==> src/rtl/bank_burst_sequencer.sv <==
`default_nettype none
// +----------------------------------------------------------------------------+
// | bank_burst_sequencer                                                       |
// | Single-command activate/burst/precharge sequencer for the Chip bank array. |
// | Optional feature: BURST_CHOP_EN (adds cmd_bc4, BL/2 chopped bursts).       |
// | Revision: 1.0                                                              |
// +----------------------------------------------------------------------------+
module bank_burst_sequencer #(
    parameter int BGWIDTH      = 2,
    parameter int BAWIDTH      = 2,
    parameter int COLWIDTH     = 10,
    parameter int DEVICE_WIDTH = 4,
    parameter int CHWIDTH      = 5,
    parameter int BL           = 8,
    parameter int TRCD         = 2,
    parameter int TRP          = 2,
    parameter int CHIP_RL      = 1
) (
    input  logic                      clk,
    input  logic                      rst_n,
    input  logic                      cmd_valid,
    output logic                      cmd_ready,
    input  logic                      cmd_wr,
    input  logic [BGWIDTH-1:0]        cmd_bg,
    input  logic [BAWIDTH-1:0]        cmd_ba,
    input  logic [CHWIDTH-1:0]        cmd_row,
    input  logic [COLWIDTH-1:0]       cmd_col,
`ifdef BURST_CHOP_EN
    input  logic                      cmd_bc4,
`endif
    output logic                      wdata_req,
    input  logic [DEVICE_WIDTH-1:0]   wdata,
    output logic                      rdata_valid,
    output logic [DEVICE_WIDTH-1:0]   rdata,
    output logic                      busy,
    output logic [(1<<BGWIDTH)-1:0][(1<<BAWIDTH)-1:0]                   chip_rd_o_wr,
    output logic [(1<<BGWIDTH)-1:0][(1<<BAWIDTH)-1:0][DEVICE_WIDTH-1:0] chip_dqin,
    input  logic [(1<<BGWIDTH)-1:0][(1<<BAWIDTH)-1:0][DEVICE_WIDTH-1:0] chip_dqout,
    output logic [(1<<BGWIDTH)-1:0][(1<<BAWIDTH)-1:0][CHWIDTH-1:0]      chip_row,
    output logic [(1<<BGWIDTH)-1:0][(1<<BAWIDTH)-1:0][COLWIDTH-1:0]     chip_column
);

    localparam int c_log2_bl = $clog2(BL);
    localparam int c_cnt_w   = $clog2(((TRCD > TRP) ? TRCD : TRP) + 1);
    localparam int c_tok_w   = 1 + BGWIDTH + BAWIDTH;

    typedef enum logic [1:0] {
        S_IDLE  = 2'd0,
        S_ACT   = 2'd1,
        S_BURST = 2'd2,
        S_PRE   = 2'd3
    } state_t;

    state_t                 r_state, w_state_nxt;
    logic [c_cnt_w-1:0]     r_cnt, w_cnt_nxt;
    logic [c_log2_bl-1:0]   r_beat, w_beat_nxt;

    logic                   r_wr;
    logic                   r_bc4;
    logic [BGWIDTH-1:0]     r_bg;
    logic [BAWIDTH-1:0]     r_ba;
    logic [CHWIDTH-1:0]     r_row;
    logic [COLWIDTH-1:0]    r_col;

    logic                   w_accept;
    logic [c_log2_bl-1:0]   w_last_beat;
    logic [COLWIDTH-1:0]    w_mask;
    logic [COLWIDTH-1:0]    w_col_sum;
    logic [COLWIDTH-1:0]    w_col;
    logic                   w_push;
    logic [c_tok_w-1:0]     w_tok_in;
    logic [c_tok_w-1:0]     w_tok_out;
    logic                   w_tok_valid;
    logic [BGWIDTH-1:0]     w_tok_bg;
    logic [BAWIDTH-1:0]     w_tok_ba;

    assign cmd_ready = (r_state == S_IDLE);
    assign busy      = (r_state != S_IDLE);
    assign w_accept  = cmd_valid & cmd_ready;

    assign w_last_beat = r_bc4 ? c_log2_bl'(BL/2 - 1) : c_log2_bl'(BL - 1);

    // Column offset wraps inside the N-aligned block; the upper bits stay fixed.
    assign w_mask    = COLWIDTH'(w_last_beat);
    assign w_col_sum = r_col + COLWIDTH'(r_beat);
    assign w_col     = (r_col & ~w_mask) | (w_col_sum & w_mask);

    always_ff @(posedge clk or negedge rst_n) begin
        if (!rst_n) begin
            r_state <= S_IDLE;
            r_cnt   <= '0;
            r_beat  <= '0;
        end else begin
            r_state <= w_state_nxt;
            r_cnt   <= w_cnt_nxt;
            r_beat  <= w_beat_nxt;
        end
    end

    always_comb begin
        w_state_nxt = r_state;
        w_cnt_nxt   = r_cnt;
        w_beat_nxt  = r_beat;
        case (r_state)
            S_IDLE: begin
                if (cmd_valid) begin
                    w_state_nxt = S_ACT;
                    w_cnt_nxt   = c_cnt_w'(TRCD - 1);
                    w_beat_nxt  = '0;
                end
            end
            S_ACT: begin
                if (r_cnt == '0) begin
                    w_state_nxt = S_BURST;
                end else begin
                    w_cnt_nxt = r_cnt - 1'b1;
                end
            end
            S_BURST: begin
                if (r_beat == w_last_beat) begin
                    w_state_nxt = S_PRE;
                    w_cnt_nxt   = c_cnt_w'(TRP - 1);
                end else begin
                    w_beat_nxt = r_beat + 1'b1;
                end
            end
            S_PRE: begin
                if (r_cnt == '0) begin
                    w_state_nxt = S_IDLE;
                end else begin
                    w_cnt_nxt = r_cnt - 1'b1;
                end
            end
            default: w_state_nxt = S_IDLE;
        endcase
    end

    always_ff @(posedge clk or negedge rst_n) begin
        if (!rst_n) begin
            r_wr  <= 1'b0;
            r_bc4 <= 1'b0;
            r_bg  <= '0;
            r_ba  <= '0;
            r_row <= '0;
            r_col <= '0;
        end else if (w_accept) begin
            r_wr  <= cmd_wr;
`ifdef BURST_CHOP_EN
            r_bc4 <= cmd_bc4;
`else
            r_bc4 <= 1'b0;
`endif
            r_bg  <= cmd_bg;
            r_ba  <= cmd_ba;
            r_row <= cmd_row;
            r_col <= cmd_col;
        end
    end

    // Only the latched bank is ever driven; every other bank sees all zeros.
    always_comb begin
        chip_rd_o_wr = '0;
        chip_dqin    = '0;
        chip_row     = '0;
        chip_column  = '0;
        wdata_req    = 1'b0;
        w_push       = 1'b0;
        if (r_state == S_ACT) begin
            chip_row[r_bg][r_ba] = r_row;
        end else if (r_state == S_BURST) begin
            chip_row[r_bg][r_ba]    = r_row;
            chip_column[r_bg][r_ba] = w_col;
            if (r_wr) begin
                chip_rd_o_wr[r_bg][r_ba] = 1'b1;
                chip_dqin[r_bg][r_ba]    = wdata;
                wdata_req                = 1'b1;
            end else begin
                w_push = 1'b1;
            end
        end
    end

    assign w_tok_in = {w_push, r_bg, r_ba};

    generate
        if (CHIP_RL == 0) begin : g_rl_zero
            assign w_tok_out = w_tok_in;
        end else begin : g_rl_pipe
            logic [c_tok_w-1:0] r_dl [CHIP_RL];
            always_ff @(posedge clk or negedge rst_n) begin
                if (!rst_n) begin
                    for (int i = 0; i < CHIP_RL; i++) r_dl[i] <= '0;
                end else begin
                    r_dl[0] <= w_tok_in;
                    for (int i = 1; i < CHIP_RL; i++) r_dl[i] <= r_dl[i-1];
                end
            end
            assign w_tok_out = r_dl[CHIP_RL-1];
        end
    endgenerate

    assign w_tok_valid = w_tok_out[c_tok_w-1];
    assign w_tok_bg    = w_tok_out[BAWIDTH +: BGWIDTH];
    assign w_tok_ba    = w_tok_out[0 +: BAWIDTH];

    assign rdata_valid = w_tok_valid;
    assign rdata       = w_tok_valid ? chip_dqout[w_tok_bg][w_tok_ba] : '0;

endmodule
`default_nettype wire

==> config.mk <==
export PLATFORM = sky130hd
export DESIGN_NAME = bank_burst_sequencer
export DESIGN_NICKNAME = d
export VERILOG_FILES = /design/src/rtl/bank_burst_sequencer.sv
export SDC_FILE = /design/constraint.sdc
export NUM_CORES = 1
export LEC_CHECK = 0
export CAP_MARGIN = 15
export CORE_AREA = 4 4 162 164
export CTS_CLUSTER_DIAMETER = 100
export DETAILED_ROUTE_END_ITERATION = 8
export DIE_AREA = 0 0 166 168
export GPL_ROUTABILITY_DRIVEN = 0
export HOLD_SLACK_MARGIN = 0.15
export PLACE_DENSITY = 0.51
export SYNTH_ARGS = -nofsm -noshare
export SYNTH_HDL_FRONTEND = slang
export SYNTH_SLANG_ARGS = --single-unit
==> constraint.sdc <==
create_clock -name clk -period 4.27 [get_ports clk]
set_input_delay 0.854 -clock clk [delete_from_list [all_inputs] [get_ports clk]]
set_output_delay 0.854 -clock clk [all_outputs]
set_load 0.03 [all_outputs]
# == After elaboration in Yosys (flattened, before gate mapping) ==
# Cells that the tools add are included.
# totals
register_bits,32
latch_bits,0
ram_bits,0
rom_bits,0
in_bits,91
out_inout_bits,328
elab_cells,91
memories,0
# op_classes
addsub,3
n_mul,0
div,0
magnitude_cmp,6
n_eq_ne,10
n_shift,0
muxes,48
bitwise,5
n_reduce_logical,10
# ops
op,count
$mux 160,2
$mux 64,3
$and 160x160->160,1
$mux 80,2
$and 80x80->80,1
$demux 40 s2,1
$mux 16,5
$and 64x64->64,1
$demux 20 s2,1
$mux 40,1
$bmux 16 s2,1
$demux 16 s2,1
$demux 10 s2,1
$mux 20,1
$demux 4 s2,2
$mux 4,4
$lt 2x3->1 const B,4
$mux 2,6
$ne 2x2->1 const B,6
$demux 5 s2,1
$mux 10,1
$or 10x3->10,1
$bmux 4 s2,1
$pmux 2 s4,1
other kinds (20),33

# == Logic depth before layout (Yosys ltp) ==
# Gate-level depths: netlist (run 1).
# logic_depth
depth_word,10
mapped_depth,7
ltp_nobuf,6

# == Worst setup path after synthesis (run 1) ==
# No wires, ideal clock.
# synth_path
kind,flip-flop to output port
startpoint,reg r_state[1]
endpoint,out chip_dqin[10] (netlist name)
arrival_ns,2.374
required_ns,3.416
path_slack_ns,1.042
stages_incl_launch_ff,8
path_buffers,2
cell_sequence,dfrtp_1 > inv_1 > ha_1 > nand2b_1 > clkbuf_1 > buf_2 > nor3_1 > and2_1
# synth_lines
item,line,source
from (decl),54,"state_t r_state, w_state_nxt;"
from (signal assigned),94,r_state <= w_state_nxt;
to (decl),37,"output logic [(1<<BGWIDTH)-1:0][(1<<BAWIDTH)-1:0][DEVICE_WIDTH-1:0] chip_dqin,"

==> results of run 1 <==
-- state kept, by name, indices dropped and copies added, names as in the netlist --
signal,cells
r_cnt,2
r_beat,3
r_row,5
r_state,2
r_ba,2
r_wr,1
r_col,10
g_rl_pipe.r_dl,5
r_bg,2
-- metal layers --
layer,vias up,GRT usage [%],wire length [um]
li1,2621,-,-
met1,2536,22.7,11000
met2,239,32.6,13100
met5,-,0,0
met4,0,3.80,577
met3,35,4.04,1550
-- worst max-delay path, cell delays in order, from the launching register on --
cell and delay, ps:
dfrtp_1 390, inv_1 90, ha_1 290, nand2b_2 220, buf_4 250, nor3_1 590, and2_1 210, clkdlybuf4s50_1 670
-- metrics by stage --
stage / worst slack (ps) / instances
6_report: 399 / 1295
5_1_grt: 201 / 1295
4_1_cts: 389 / 1295
3_5_place_dp: 572 / 1287
3_3_place_gp: 569 / 1287
2_1_floorplan: 1040 / 549
-- layout by cell type, fill, tap and decap left out, types with 11 or more instances in the layout --
| cell | n |
|---|---|
| nand2_1 | 20 |
| buf_4 | 25 |
| and2_1 | 209 |
| nor2_1 | 105 |
| clkdlybuf4s50_1 | 417 |
| nor3_2 | 11 |
| nor3_1 | 21 |
| dfrtp_1 | 32 |
| mux4_2 | 13 |
| mux2_2 | 23 |
-- power groups by stage --
stage / clock network (mW) / registers [mW] / logic, mW
finish: 0.377 / 0.794 / 2.58
global route: 0.408 / 0.843 / 2.83
CTS: 0.398 / 0.797 / 2.64
detailed placement: 0 / 0.803 / 2.63
global placement: 0 / 0.805 / 2.63
floorplan: 0 / 0.588 / 1.66
-- cells by family after synthesis --
family,count (synthesis),share of synthesized area (%)
buf+inv,42,4.26
xor+xnor,2,0.430
compound gates,26,4.14
flops,32,19.6
mux,43,15.3
fa+ha+maj,10,3.25
simple gates,394,53.0
-- cell type report --
class,instances,area [um^2],share of cell area [%]
Clock buffer,7,143,1.61
Clock inverter,1,7.51,0.0846
Inverter,7,26.3,0.296
Multi-Input combinational cell,475,3110,35.1
Sequential cell,32,801,9.03
Tap cell,330,413,4.66
Timing Repair Buffer,443,4370,49.2
-- path summary, 6_finish.rpt --
| path | end | depth (start not counted) | slack, ps | start |
|---|---|---|---|---|
| worst max-delay path | chip_dqin[18] | 7 | 400 | r_state[1] |
| worst min-delay path | g_rl_pipe.r_dl[4] | 1 | 470 | r_wr |
| worst max register to register | r_bg[1] | 4 | 2090 | r_state[0] |
| worst min register to register | g_rl_pipe.r_dl[4] | 1 | 470 | r_wr |
| max in group asynchronous | r_bg[1] | 1 | 3070 | rst_n |
| min in group asynchronous | r_col[4] | 1 | 650 | rst_n |
==> metrics.md, run 1 <==
| Metric | Value |
|---|---|
| Synthesized Nets | 650 |
| Ant diodes | 0 |
| Period utilization | 90.6% |
| Commonest cells post-synth | and2_1, nor2_1, dfrtp_1, clkbuf_1, mux2_2 |
| Total core area | between 20000 and 25000 um^2 |
| Distinct cell type count after synthesis | 38 |
| DRT Wirelength | roughly 26000 um |
| Die ar. | about 28000 um^2 |
| I/O pin count | approximately 420 |
| Kind of critical path | reg -> out |
| Seq/Total Area, Yosys | 19.6% |
| VDD IR max | about 0.23 mV |
| First-pass GRT wire length | between 30000 and 40000 um |
| Int Pwr | approximately 1.7 mW |
| Layout cell share with drive strength beyond 1 | 8.50% |
| Number of vias in the routed layout | about 5400 |
| Initial antenna violation count | 0 |
| Clk Tree Root Cell | clkbuf_16 |
| Leading area contributor after synthesis | and2_1 |
| Area share of the largest cell type after synthesis | between 30 and 40% |
| Chip width | roughly 170 um |
| Hold Crit Class | reg -> reg |
| Die H | 168 um |
| Clock latency on the worst-skew pair | 280 ps |
| Sink Count | 32 |
| #FFs+latches synth | 32 |
| Initial Util | between 15 and 20% |
| Clock Path Buffers | 2 |
| Leak | approximately 3.2 nW |
| Final-stage net count | 1065 |
| Final hold vios | 0 |
| Top post-synthesis cells by area | and2_1, dfrtp_1, nor2_1 |
| Syn Area/Cell | 7.43 um^2 |
| Core Rows | 58 |
| Post-Place Cell Area | slightly below 9000 um^2 |
| Seq pwr share | a little over a fifth |
| Number of synthesized flops with an enable pin | 0 |
| CTS buffer count | 5 |
| Vias/cell | ~4.2 |
| Max Clock Skew | 8.97 ps |
| Synthesized area | roughly 4000 um^2 |
| Pin count of the biggest net entering global routing | 33 |
| Final hold slack | 468 ps |
| Worst-path fanout max | 28 |
| Iter 0 DRT Violations | between 200 and 250 |
| Wire length per cell | 20.3 um |
| Setup TNS | 0 ps |
| RSZ-0062 raised after global routing | no |
| Hpwl dp | approximately 21000 um |
| Layout area overhead | 118% |
| H-tree lvl count | 2 |
| Power density over the cells | ~420 nW/um^2 |
| Required time of the critical path | around 3400 ps |
| Synth async-reset ratio | 100% |
| Status | completed |
| CP endpoint kind | primary output |
| Clock power frac | roughly 10% |
| Fin util | between 30% and 40% |
| Net Sw Power | around 2.1 mW |
| Remaining antenna violation count | 0 |
| Synth Instances | ~550 |
| Fin crit period | ~3900 ps |
| Comb pwr share | between 60 and 70% |
| Drt pass-1 iters | 4 |
| GR Util All Layers | between 10% and 20% |
| Most used flip-flop cell after synthesis | dfrtp_1 |
| Finished Cell Area | ~9000 um^2 |
| Worst-margin pin slew | roughly 1100 ps |
| Crit path DAT | about 3000 ps |
| Synth Warn # | 0 |
| Hold-fix buffers, CTS | 0 |
| Setup Viol. Count Final | 0 |
| Worst setup SP type | register |
| Setup bufs post-CTS | 0 |
| Slew HR | roughly 29% |
| Clock-pin slew on the worst setup and hold paths | roughly 60 ps |
| Slew Limit Fails | 0 |
| Filler instances | 2594 |
| Vias in the first global route | between 5000 and 6000 |
| Drt drc | 0 |
| Global route overflow | 0 |
| CTS tree | built |
| I/O Buffers | 418 |
| Final Total Pwr | around 3.8 mW |
| Top-count cell post-synth | and2_1 |
| Post-CTS Resized | 0 |
| Max-Cap Viols | 0 |
| Switch share | 55.0% |
| Fmax | between 200 and 300 MHz |
(Power assumes the default switching activity.)
==> run 2, diff against run 1 <==
--- a/config.mk
+++ b/config.mk
@@ -6,13 +6,13 @@
 export NUM_CORES = 1
 export LEC_CHECK = 0
 export CAP_MARGIN = 15
-export CORE_AREA = 4 4 162 164
+export CORE_AREA = 4 4 161 163
 export CTS_CLUSTER_DIAMETER = 100
 export DETAILED_ROUTE_END_ITERATION = 8
-export DIE_AREA = 0 0 166 168
+export DIE_AREA = 0 0 165 167
 export GPL_ROUTABILITY_DRIVEN = 0
 export HOLD_SLACK_MARGIN = 0.15
-export PLACE_DENSITY = 0.51
+export PLACE_DENSITY = 0.53
 export SYNTH_ARGS = -nofsm -noshare
 export SYNTH_HDL_FRONTEND = slang
 export SYNTH_SLANG_ARGS = --single-unit
==> constraint.sdc (replaced) <==
create_clock -name clk -period 3.4 [get_ports clk]
set_input_delay 0.68 -clock clk [delete_from_list [all_inputs] [get_ports clk]]
set_output_delay 0.68 -clock clk [all_outputs]
set_load 0.03 [all_outputs]
==> run 2 against run 1 <==
Effect of this change:
- power rose by 35%
- die area is 1.2% lower
- clock skew rose by 0.86 ps
- routed wire length decreased by 0.21%
- sequential power is 0.5% higher
- combinational power is 46% higher
- register-to-register slack got worse by 780 ps
- final cell count up 0.39%
- clock power up 37%
- utilization shrank 0.53 points
- setup slack worse by 220 ps
- flip-flop and latch count did not move
- critical path type unchanged
- critical endpoint is now chip_column[132]
- largest power group unchanged
==> metrics.md, run 2 (same netlist as run 1, synthesis figures left out) <==
| Metric | Value |
|---|---|
| Status | completed |
| Critical Path Slowest Stage Cell | clkdlybuf4s50_1 |
| CTS buffer count | 5 (unchanged) |
| Vias in the first global route | 5518 (-2.9%) |
| CP peak stage delay | 700 ps (+30 ps) |
| Die ar. | 27600 um^2 (-1.2%) |
| Layout cell share with drive strength beyond 1 | 31.1% (+23 points) |
| Crit path DAT | 2540 ps (-480 ps) |
| Post-Place Cell Area | 8330 um^2 (-4.5%) |
| Die H | 167 um (-0.60%) |
| Setup Viol. Count Final | 0 (unchanged) |
| Fin crit period | between 3000 and 4000 ps |
| Worst-path fanout max | 16 (-43%) |
| Initial Util | 16.8% (+0.39 points) |
| Total core area | 24300 um^2 (-2.3%) |
| Kind of critical path | reg -> out |
| Core Rows | 57 (-1.7%) |
| Filler instances | 2582 (-0.46%) |
| Max Clock Skew | 9.83 ps (+0.859 ps) |
| Most frequent cells in the layout | buf_4, and2_1, clkdlybuf4s50_1, nor2_1, dfrtp_1 |
| Pin count of the biggest net entering global routing | 33 (unchanged) |
| GR Util All Layers | 17.8% (-0.41 points) |
| First-pass GRT wire length | 37300 um (-5.0%) |
| Required time of the critical path | 2720 ps (-700 ps) |
| Multi-input logic area | 3130 um^2 (+0.64%) |
| Chip width | 165 um (-0.60%) |
| DRT Wirelength | 26200 um (-0.21%) |
| Seq. cell area | 801 um^2 (unchanged) |
| Pre-CTS WS | 0.234 ps (-571 ps) |
| I/O Buffers | 418 (unchanged) |
| Iter 0 DRT Violations | 246 (+1.2%) |
| Global route overflow | 0 (unchanged) |
| CP endpoint kind | primary output |
| Wire length per cell | 20.2 um (-0.60%) |
| R2R setup slack | 1310 ps (-780 ps) |
| I/O pin count | 419 (unchanged) |
| Initial antenna violation count | 0 (unchanged) |
| Top reg by flops | r_col |
| Worst setup margin | 182 ps (-217 ps) |
| Max FFs per register | 10 (unchanged) |
| RSZ-0062 raised after global routing | yes |
| Sink Count | 32 (unchanged) |
| Max-Cap Viols | 0 (unchanged) |
| Crit-path cells | ha_1 > fa_1 > xnor2_4 > buf_12 > nor3_1 > clkdlybuf4s50_1 |
| Clock Path Buffers | 2 (unchanged) |
| Slew HR | 46.6% (+18 points) |
| Drt drc | 0 (unchanged) |
| Slew Limit Fails | 0 (unchanged) |
| Drt pass-1 iters | 4 (unchanged) |
| H-tree lvl count | 2 (unchanged) |
| Fmax | 311 MHz |
| Leak | 3.83 nW (+18%) |
| Fin util | 35.1% (-0.53 points) |
| Vias/cell | 4.16 (-0.81%) |
| Biggest regs | r_col (10), g_rl_pipe.r_dl (5), r_row (5) |
| Finished Cell Area | 8540 um^2 (-3.8%) |
| Remaining antenna violation count | 0 (unchanged) |
| Commonest non-fill, non-tap cell in the layout | buf_4 |
| Final-stage net count | 1075 (+0.94%) |
| Worst-margin pin slew | 801 ps (-268 ps) |
| Layout area overhead | 109% |
| Period utilization | 94.6% |
| Final hold vios | 0 (unchanged) |
| Power density over the cells | 594 nW/um^2 (+40%) |
| Hpwl dp | 21000 um (+0.66%) |
| Clock latency on the worst-skew pair | 280 ps (about the same) |
| Clock-pin slew on the worst setup and hold paths | 60 ps (about the same) |
| Clk Tree Root Cell | clkbuf_16 |
| Hold Crit Class | reg -> reg |
| CTS tree | built |
| Worst setup SP type | register |
| VDD IR max | 0.354 mV (+51%) |
| Number of vias in the routed layout | 5408 (-0.42%) |
| Setup TNS | 0 ps (unchanged) |
run 2: changes by cell type in the layout (fill, tap and decap cells not counted), moves of 2 or more:
cell	delta
nor2_2	+2
dlymetal6s2s_1	+4
buf_4	+212
nor2_1	-2
buf_12	+6
clkdlybuf4s50_1	-213
run 2: final cells by class:
cell class	instances	area share, %
Timing Repair Buffer	453	46.9
Multi-Input combinational cell	475	36.7
Sequential cell	32	9.38
Tap cell	324	4.75
Clock buffer	6	1.51
Clock inverter	2	0.410
Inverter	7	0.308
Antenna cell	1	0.0293
run 2: report_power, final:
| part | internal (mW) | total (mW) | switching (mW) |
|---|---|---|---|
| Clock | 0.345 | 0.516 | 0.172 |
| Combinational | 1.43 | 3.76 | 2.33 |
| Sequential | 0.575 | 0.798 | 0.223 |
| Total | 2.35 | 5.07 | 2.72 |
run 2: critical path: cells and delay by family (launching register included):
family / cells / cell delay, ps
xor+xnor: 1 / 170
fa+ha+maj: 2 / 660
buf+inv: 2 / 870
flops: 1 / 380
simple gates: 1 / 160
run 2: per-layer routing:
| metal | GRT usage [%] | part of all wire [%] |
|---|---|---|
| met1 | 22.1 | 41 |
| met2 | 32.2 | 50 |
| met3 | 4.23 | 7.7 |
| met4 | 1.99 | 0.67 |
| met5 | 0 | 0 |
run 2: what timing repair did:
item | CTS | global route
endpoints found under the hold margin | 0 | 0
pin swaps | 0 | 1
buffers inserted | 0 | 1
hold buffers | 0 | 0
resized for setup | 2 | 6
endpoints found under the setup margin | 17 | 68
run 2: path summary, 6_finish.rpt:
| kind | start | endpoint | cells after the start |
|---|---|---|---|
| worst max-delay path | r_beat[0] | chip_column[132] | 6 |
| worst min-delay path | r_wr | g_rl_pipe.r_dl[4] | 1 |
| worst max register to register | r_state[0] | r_state[1] | 7 |
| worst min register to register | r_wr | g_rl_pipe.r_dl[4] | 1 |
| max in group asynchronous | rst_n | r_bg[1] | 1 |
| min in group asynchronous | rst_n | r_row[4] | 1 |
run 2: through the flow:
step / power, mW / std cells / hold WS, ps
after floorplan: 2.83 / 549 / 384
after global placement: 4.49 / 1290 / 464
after detailed placement: 4.50 / 1290 / 463
after CTS: 5.06 / 1298 / 472
after global routing: 5.43 / 1299 / 487
final: 5.07 / 1300 / 461
